==> src/rtl/des_pkg.sv <==
// rtl/des_pkg.sv - DES key-schedule tables, FSM state type and 28-bit C/D rotate helpers
package des_pkg;

  typedef enum logic {ST_IDLE = 1'b0, ST_RUN = 1'b1} state_e;

  // Tables use the DES convention: entries are 1-based bit numbers counted from the MSB
  localparam int PC1_TAB [56] = '{
    57, 49, 41, 33, 25, 17,  9,
     1, 58, 50, 42, 34, 26, 18,
    10,  2, 59, 51, 43, 35, 27,
    19, 11,  3, 60, 52, 44, 36,
    63, 55, 47, 39, 31, 23, 15,
     7, 62, 54, 46, 38, 30, 22,
    14,  6, 61, 53, 45, 37, 29,
    21, 13,  5, 28, 20, 12,  4
  };

  localparam int PC2_TAB [48] = '{
    14, 17, 11, 24,  1,  5,
     3, 28, 15,  6, 21, 10,
    23, 19, 12,  4, 26,  8,
    16,  7, 27, 20, 13,  2,
    41, 52, 31, 37, 47, 55,
    30, 40, 51, 45, 33, 48,
    44, 49, 39, 56, 34, 53,
    46, 42, 50, 36, 29, 32
  };

  localparam logic [1:0] SHIFT_TAB [16] = '{
    2'd1, 2'd1, 2'd2, 2'd2, 2'd2, 2'd2, 2'd2, 2'd2,
    2'd1, 2'd2, 2'd2, 2'd2, 2'd2, 2'd2, 2'd2, 2'd1
  };

  function automatic logic [27:0] rotl28(input logic [27:0] x, input logic [1:0] n);
    logic [55:0] t;
    t = {x, x};
    return t[55 - int'(n) -: 28];
  endfunction

  function automatic logic [27:0] rotr28(input logic [27:0] x, input logic [1:0] n);
    logic [55:0] t;
    t = {x, x};
    return t[int'(n) +: 28];
  endfunction

endpackage

==> src/rtl/pc1.sv <==
// rtl/pc1.sv - DES permuted choice 1: 64-bit key to 28-bit C0/D0 halves
module PC1
  import des_pkg::*;
(
  input  logic [63:0] key_i,
  output logic [27:0] c_o,
  output logic [27:0] d_o
);

  logic [55:0] cd;
  logic        unused_parity;

  always_comb begin
    cd = '0;
    for (int i = 0; i < 56; i++) cd[55-i] = key_i[64-PC1_TAB[i]];
  end

  // Parity bits never reach C/D
  assign unused_parity = ^{key_i[56], key_i[48], key_i[40], key_i[32],
                           key_i[24], key_i[16], key_i[8], key_i[0]};

  assign c_o = cd[55:28];
  assign d_o = cd[27:0];

endmodule

==> src/rtl/pc2.sv <==
// rtl/pc2.sv - DES permuted choice 2: C/D register pair to 48-bit round subkey
module PC2
  import des_pkg::*;
(
  input  logic [27:0] c_i,
  input  logic [27:0] d_i,
  output logic [47:0] subkey_o
);

  logic [55:0] cd;
  logic        unused_bits;

  assign cd = {c_i, d_i};
  assign unused_bits = ^{cd[47], cd[38], cd[34], cd[31], cd[21], cd[18], cd[13], cd[2]};

  always_comb begin
    subkey_o = '0;
    for (int i = 0; i < 48; i++) subkey_o[47-i] = cd[56-PC2_TAB[i]];
  end

endmodule

==> src/rtl/des_key_sequencer.sv <==
// rtl/des_key_sequencer.sv - iterative DES subkey streamer (K1..K16 or K16..K1)
// Optional odd-parity key check under `DES_KEYSEQ_PARITY_CHECK_EN.
module des_key_sequencer
  import des_pkg::*;
(
  input  logic        clk,
  input  logic        rst,
  input  logic [63:0] key_in,
  input  logic        decrypt,
  input  logic        load,
  output logic        load_ready,
  output logic [47:0] subkey,
  output logic [3:0]  sk_round,
  output logic        sk_last,
  output logic        sk_valid,
  input  logic        sk_ready,
  output logic        busy,
  output logic        key_err
);

  state_e      state_q, state_d;
  logic [27:0] c_q, c_d, d_q, d_d;
  logic [27:0] pc1_c, pc1_d;
  logic [3:0]  rnd_q, rnd_d;
  logic        dec_q, dec_d;
  logic        err_q, err_d;
  logic        key_bad;
  logic        last;

  PC1 u_pc1 (.key_i(key_in), .c_o(pc1_c), .d_o(pc1_d));
  PC2 u_pc2 (.c_i(c_q), .d_i(d_q), .subkey_o(subkey));

`ifdef DES_KEYSEQ_PARITY_CHECK_EN
  always_comb begin
    key_bad = 1'b0;
    for (int b = 0; b < 8; b++) if (!(^key_in[8*b +: 8])) key_bad = 1'b1;
  end
`else
  assign key_bad = 1'b0;
`endif

  // rnd_q holds round-1, so it doubles as the sk_round output
  assign last = dec_q ? (rnd_q == 4'd0) : (rnd_q == 4'd15);

  always_comb begin
    state_d = state_q;
    c_d     = c_q;
    d_d     = d_q;
    rnd_d   = rnd_q;
    dec_d   = dec_q;
    err_d   = 1'b0;
    case (state_q)
      ST_IDLE: begin
        if (load) begin
          if (key_bad) begin
            err_d = 1'b1;
          end else begin
            state_d = ST_RUN;
            dec_d   = decrypt;
            if (decrypt) begin
              c_d   = pc1_c;
              d_d   = pc1_d;
              rnd_d = 4'd15;
            end else begin
              c_d   = rotl28(pc1_c, 2'd1);
              d_d   = rotl28(pc1_d, 2'd1);
              rnd_d = 4'd0;
            end
          end
        end
      end
      ST_RUN: begin
        if (sk_ready) begin
          if (last) begin
            state_d = ST_IDLE;
          end else if (dec_q) begin
            c_d   = rotr28(c_q, SHIFT_TAB[rnd_q]);
            d_d   = rotr28(d_q, SHIFT_TAB[rnd_q]);
            rnd_d = rnd_q - 4'd1;
          end else begin
            c_d   = rotl28(c_q, SHIFT_TAB[rnd_q + 4'd1]);
            d_d   = rotl28(d_q, SHIFT_TAB[rnd_q + 4'd1]);
            rnd_d = rnd_q + 4'd1;
          end
        end
      end
      default: state_d = ST_IDLE;
    endcase
  end

  always_ff @(posedge clk) begin
    if (rst) begin
      state_q <= ST_IDLE;
      c_q     <= '0;
      d_q     <= '0;
      rnd_q   <= '0;
      dec_q   <= 1'b0;
      err_q   <= 1'b0;
    end else begin
      state_q <= state_d;
      c_q     <= c_d;
      d_q     <= d_d;
      rnd_q   <= rnd_d;
      dec_q   <= dec_d;
      err_q   <= err_d;
    end
  end

  assign load_ready = (state_q == ST_IDLE);
  assign sk_valid   = (state_q == ST_RUN);
  assign busy       = sk_valid;
  assign sk_round   = rnd_q;
  assign sk_last    = sk_valid && last;
  assign key_err    = err_q;

endmodule

==> config.mk <==
export PLATFORM = sky130hd
export DESIGN_NAME = des_key_sequencer
export DESIGN_NICKNAME = d
export VERILOG_FILES = /design/src/rtl/des_pkg.sv /design/src/rtl/pc1.sv /design/src/rtl/pc2.sv /design/src/rtl/des_key_sequencer.sv
export SDC_FILE = /design/constraint.sdc
export NUM_CORES = 1
export LEC_CHECK = 0
export BUFFER_PORTS_ARGS = -buffer_cell sky130_fd_sc_hd__buf_2
export CAP_MARGIN = 20
export CORE_MARGIN = 3
export CORE_UTILIZATION = 51
export DETAILED_ROUTE_END_ITERATION = 7
export GPL_TIMING_DRIVEN = 1
export HOLD_SLACK_MARGIN = 0.12
export PLACE_DENSITY = 0.79
export SLEW_MARGIN = 0
export SYNTH_ARGS = -nofsm -noshare
export SYNTH_HDL_FRONTEND = slang
export SYNTH_SLANG_ARGS = --single-unit
==> constraint.sdc <==
create_clock -name clk -period 2.4 [get_ports clk]
set_input_delay 0 -clock clk [delete_from_list [all_inputs] [get_ports clk]]
set_output_delay 0 -clock clk [all_outputs]
set_load 0.05 [all_outputs]
==> insert_results.sql <==
INSERT INTO impl_metrics (metric_group, metric, value, unit) VALUES
('clock_tree', 'clock-root-buffer', 'sky130_fd_sc_hd__clkbuf_16', ''),
('floorplan', 'chipHeight', '115', 'um'),
('critical_path', 'end_kind', 'register', ''),
('layout', 'fin_util', '0.605', ''),
('drt', 'dr.pass1.iters', '7', ''),
('power_and_ir_drop', 'max-vdd-ir-drop', '352', 'uV'),
('critical_path', 'critPathKind', 'reg -> reg', ''),
('synth', 'synth.ff_latch_count', '62', ''),
('drt', 'met2RoutedLength', '8090', 'um'),
('hold_path', 'worstHoldStart', 'key_in[4]', ''),
('power_and_ir_drop', 'power.leakage', '2.95', 'nW'),
('layout', 'final_cell_mix', '116 x sky130_fd_sc_hd__buf_2, 73 x sky130_fd_sc_hd__nor2_1, 72 x sky130_fd_sc_hd__mux2_2, 67 x sky130_fd_sc_hd__mux2i_1, 59 x sky130_fd_sc_hd__dfxtp_1', ''),
('clock_tree', 'clock_latency', '0.34', 'ns'),
('drt', 'routed-wl-met3', '1010', 'um'),
('place', 'port_buffers', '116', ''),
('status', 'run_status', 'completed', ''),
('clock_tree', 'clock_path_buffers', '2', ''),
('critical_path', 'crit_arrival', '2.64', 'ns'),
('sta', 'timing_worst_slew_pin_value', '0.677', 'ns'),
('drt', 'route.detailed.drc', '0', ''),
('run', 'cap_violations', '0', ''),
('drt', 'ant_nets', '0', ''),
('layout', 'synthToLayoutAreaGrowth', '14.7', '%'),
('synth', 'yosys_warnings', '0', ''),
('drt', 'drt_wl_total', '17000', 'um'),
('clock_tree', 'cts.sink_count', '62', ''),
('grt', 'grt_usage', '0.240', ''),
('layout', 'finish.net_count', '811', ''),
('sta', 'maxSlewViolCount', '0', ''),
('clock_tree', 'cts_buffers', '9', ''),
('power_and_ir_drop', 'power_frac_comb', '0.425', ''),
('critical_path', 'regToRegEndpoint', 'd_q[16]$_SDFFE_PP0P_', ''),
('sta', 'final.hold.worst_slack', '0.163', 'ns'),
('place', 'placer_s_final_routability_congestion_estimate', '0.865', ''),
('grt', 'grt_max_degree', '61', ''),
('sta', 'timing.final.setup_violations', '0', ''),
('power_and_ir_drop', 'power.density', '710', 'nW/um2'),
('grt', 'wire_length_of_the_first_global_routing_pass', '26400', 'um'),
('synth', 'most_frequently_used_flop_master_after_synthesis', 'sky130_fd_sc_hd__dfxtp_1', ''),
('layout', 'final_common_cell', 'sky130_fd_sc_hd__buf_2', ''),
('critical_path', 'critical_path_peak_fanout', '56', ''),
('synth', 'synth.avg_cell_area', '8.62', 'um2'),
('clock_tree', 'tritoncts_clock_tree', 'done', ''),
('grt', 'grt_remaining_overflow', '0', ''),
('power_and_ir_drop', 'power_frac_clock', '0.310', ''),
('sta', 'finalCritPeriodShare', '0.991', ''),
('drt', 'vias', '5730', ''),
('floorplan', 'floorplan.io_pins', '126', ''),
('drt', 'routed_wire_length_per_instance', '19.2', 'um'),
('synth', 'unique_cell_type_count_in_the_yosys_netlist', '44', ''),
('power_and_ir_drop', 'power.share.sequential', '0.265', ''),
('critical_path', 'critical_path_required', '2.66', 'ns'),
('synth', 'synth.yosys.seq_area_share', '0.204', ''),
('floorplan', 'row_count', '39', ''),
('drt', 'routed.top_layer', 'met4', ''),
('hold_path', 'worst_hold_path_type', 'in -> reg', ''),
('synth', 'synth.net_count', '778', ''),
('drt', 'detail_route.iter0.violations', '581', ''),
('layout', 'finalNonFillerCells', '886', ''),
('floorplan', 'floorplan.initialDensity', '0.528', ''),
('place', 'hpwl', '10900', 'um'),
('power_and_ir_drop', 'switching_share', '0.386', ''),
('floorplan', 'fp.dieArea', '13300', 'um2'),
('layout', 'share_of_final_layout_standard_cells_stronger_than_drive_strength_1', '0.395', ''),
('sta', 'timing.setup.tns', '0', 'ns'),
('critical_path', 'worstRegToRegCells', '10', ''),
('sta', 'timing_hold_violations_final', '0', ''),
('power_and_ir_drop', 'intPower', '0.00304', 'W'),
('hold_path', 'hold-path-endpoint', 'c_q[4]$_SDFFE_PP0P_', ''),
('place', 'post-place-cells', '863', ''),
('sta', 'max-slew-margin-rel', '0.549', '');
-- flip-flops by register name, summed over array words and instances (netlist names) --
name      count
c_q          28
d_q          28
sk_round      4
busy          1
dec_q         1
-- logic make-up after synthesis --
group | synth area share
AOI/OAI and AO/OA | 0.287
muxes | 0.296
buffers and inverters | 0.126
and+or+nand+nor | 0.0772
DFF | 0.204
adders and majority gates | 0.00824
other | 0.000617
xor gates and xnor gates | 0.00144
-- layer usage --
layer,global-route usage,vias to the layer above
li1,-,2691
met1,0.322,2773
met2,0.384,234
met3,0.0305,32
met4,0.113,0
met5,0,-
-- worst max-delay path: stages (launching register included) --
cell                       delay (ns)
sky130_fd_sc_hd__dfxtp_4         0.37
sky130_fd_sc_hd__inv_2           0.09
sky130_fd_sc_hd__buf_4           0.12
sky130_fd_sc_hd__ha_1            0.18
sky130_fd_sc_hd__nand2_1         0.07
sky130_fd_sc_hd__a21o_1          0.25
sky130_fd_sc_hd__and3_2          0.24
sky130_fd_sc_hd__buf_12          0.18
sky130_fd_sc_hd__a221oi_1        0.38
sky130_fd_sc_hd__o21ai_1         0.14
sky130_fd_sc_hd__a211oi_2        0.22
-- power by group through the flow --
stage,clock (W),sequential (W),combinational [W]
2_1_floorplan,0,0.00130,0.00167
4_1_cts,0.00154,0.00131,0.00196
3_3_place_gp,0,0.00131,0.00189
6_report,0.00153,0.00131,0.00210
5_1_grt,0.00159,0.00133,0.00224
3_5_place_dp,0,0.00133,0.00193
-- repair_timing --
action,CTS,global route
gates cloned,0,2
pin swaps,0,4
setup buffers,0,3
endpoints found under the hold margin,1,0
gates resized for setup,3,19
endpoints found under the setup margin,12,54
hold buffers,2,0
-- cell usage after synthesis (4+ instances only) --
| master | n | share of area |
|---|---|---|
| sky130_fd_sc_hd__clkbuf_1 | 43 | 0.027 |
| sky130_fd_sc_hd__o21ai_1 | 45 | 0.037 |
| sky130_fd_sc_hd__a22oi_1 | 9 | 0.011 |
| sky130_fd_sc_hd__buf_1 | 9 | 0.0056 |
| sky130_fd_sc_hd__o21ai_0 | 58 | 0.048 |
| sky130_fd_sc_hd__ha_1 | 4 | 0.0082 |
| sky130_fd_sc_hd__nor2_1 | 73 | 0.045 |
| sky130_fd_sc_hd__mux2_2 | 72 | 0.13 |
| sky130_fd_sc_hd__dfxtp_1 | 62 | 0.20 |
| sky130_fd_sc_hd__mux2i_1 | 67 | 0.11 |
| sky130_fd_sc_hd__a211oi_2 | 34 | 0.070 |
| sky130_fd_sc_hd__buf_2 | 12 | 0.0099 |
| sky130_fd_sc_hd__mux2_1 | 28 | 0.052 |
| sky130_fd_sc_hd__nand2_1 | 14 | 0.0086 |
| sky130_fd_sc_hd__buf_4 | 51 | 0.063 |
| sky130_fd_sc_hd__a211oi_1 | 26 | 0.032 |
| sky130_fd_sc_hd__o311ai_1 | 4 | 0.0058 |
| sky130_fd_sc_hd__nand3_1 | 10 | 0.0082 |
| sky130_fd_sc_hd__a221oi_1 | 48 | 0.069 |
-- worst max-delay path by stage --
stage / cells past startpoint / startpoint / slack (ns) / to
after CTS: 9 / sk_round[0]$_SDFFE_PP0P_ / 0.02 / c_q[22]$_SDFFE_PP0P_
after floorplan: 10 / sk_round[0]$_SDFFE_PP0P_ / 0.05 / d_q[26]$_SDFFE_PP0P_
after detailed placement: 9 / sk_round[0]$_SDFFE_PP0P_ / -0.02 / d_q[17]$_SDFFE_PP0P_
final: 10 / sk_round[0]$_SDFFE_PP0P_ / 0.02 / d_q[16]$_SDFFE_PP0P_
after global routing: 10 / sk_round[0]$_SDFFE_PP0P_ / -0.02 / c_q[22]$_SDFFE_PP0P_
after global placement: 9 / sk_round[0]$_SDFFE_PP0P_ / 0.11 / d_q[20]$_SDFFE_PP0P_
-- through the flow --
step           power, W  worst slack, ns  cell area (um2)
2_1_floorplan   0.00297           0.0466             6090
3_3_place_gp    0.00320            0.110             6390
3_5_place_dp    0.00326          -0.0179             6390
4_1_cts         0.00481           0.0206             6780
5_1_grt         0.00515          -0.0206             6970
6_report        0.00495           0.0218             6970
-- cell type report --
class,count,area (um2)
diodes,1,2.50
clock buffers,13,292
clock inverters,2,60.1
fillers,976,4540
inverters,4,15.0
multi-input cells,517,4220
flip-flops and latches,62,1250
well taps,143,179
repair buffers,144,955
No activity file was read; power rests on OpenSTA's default activity.
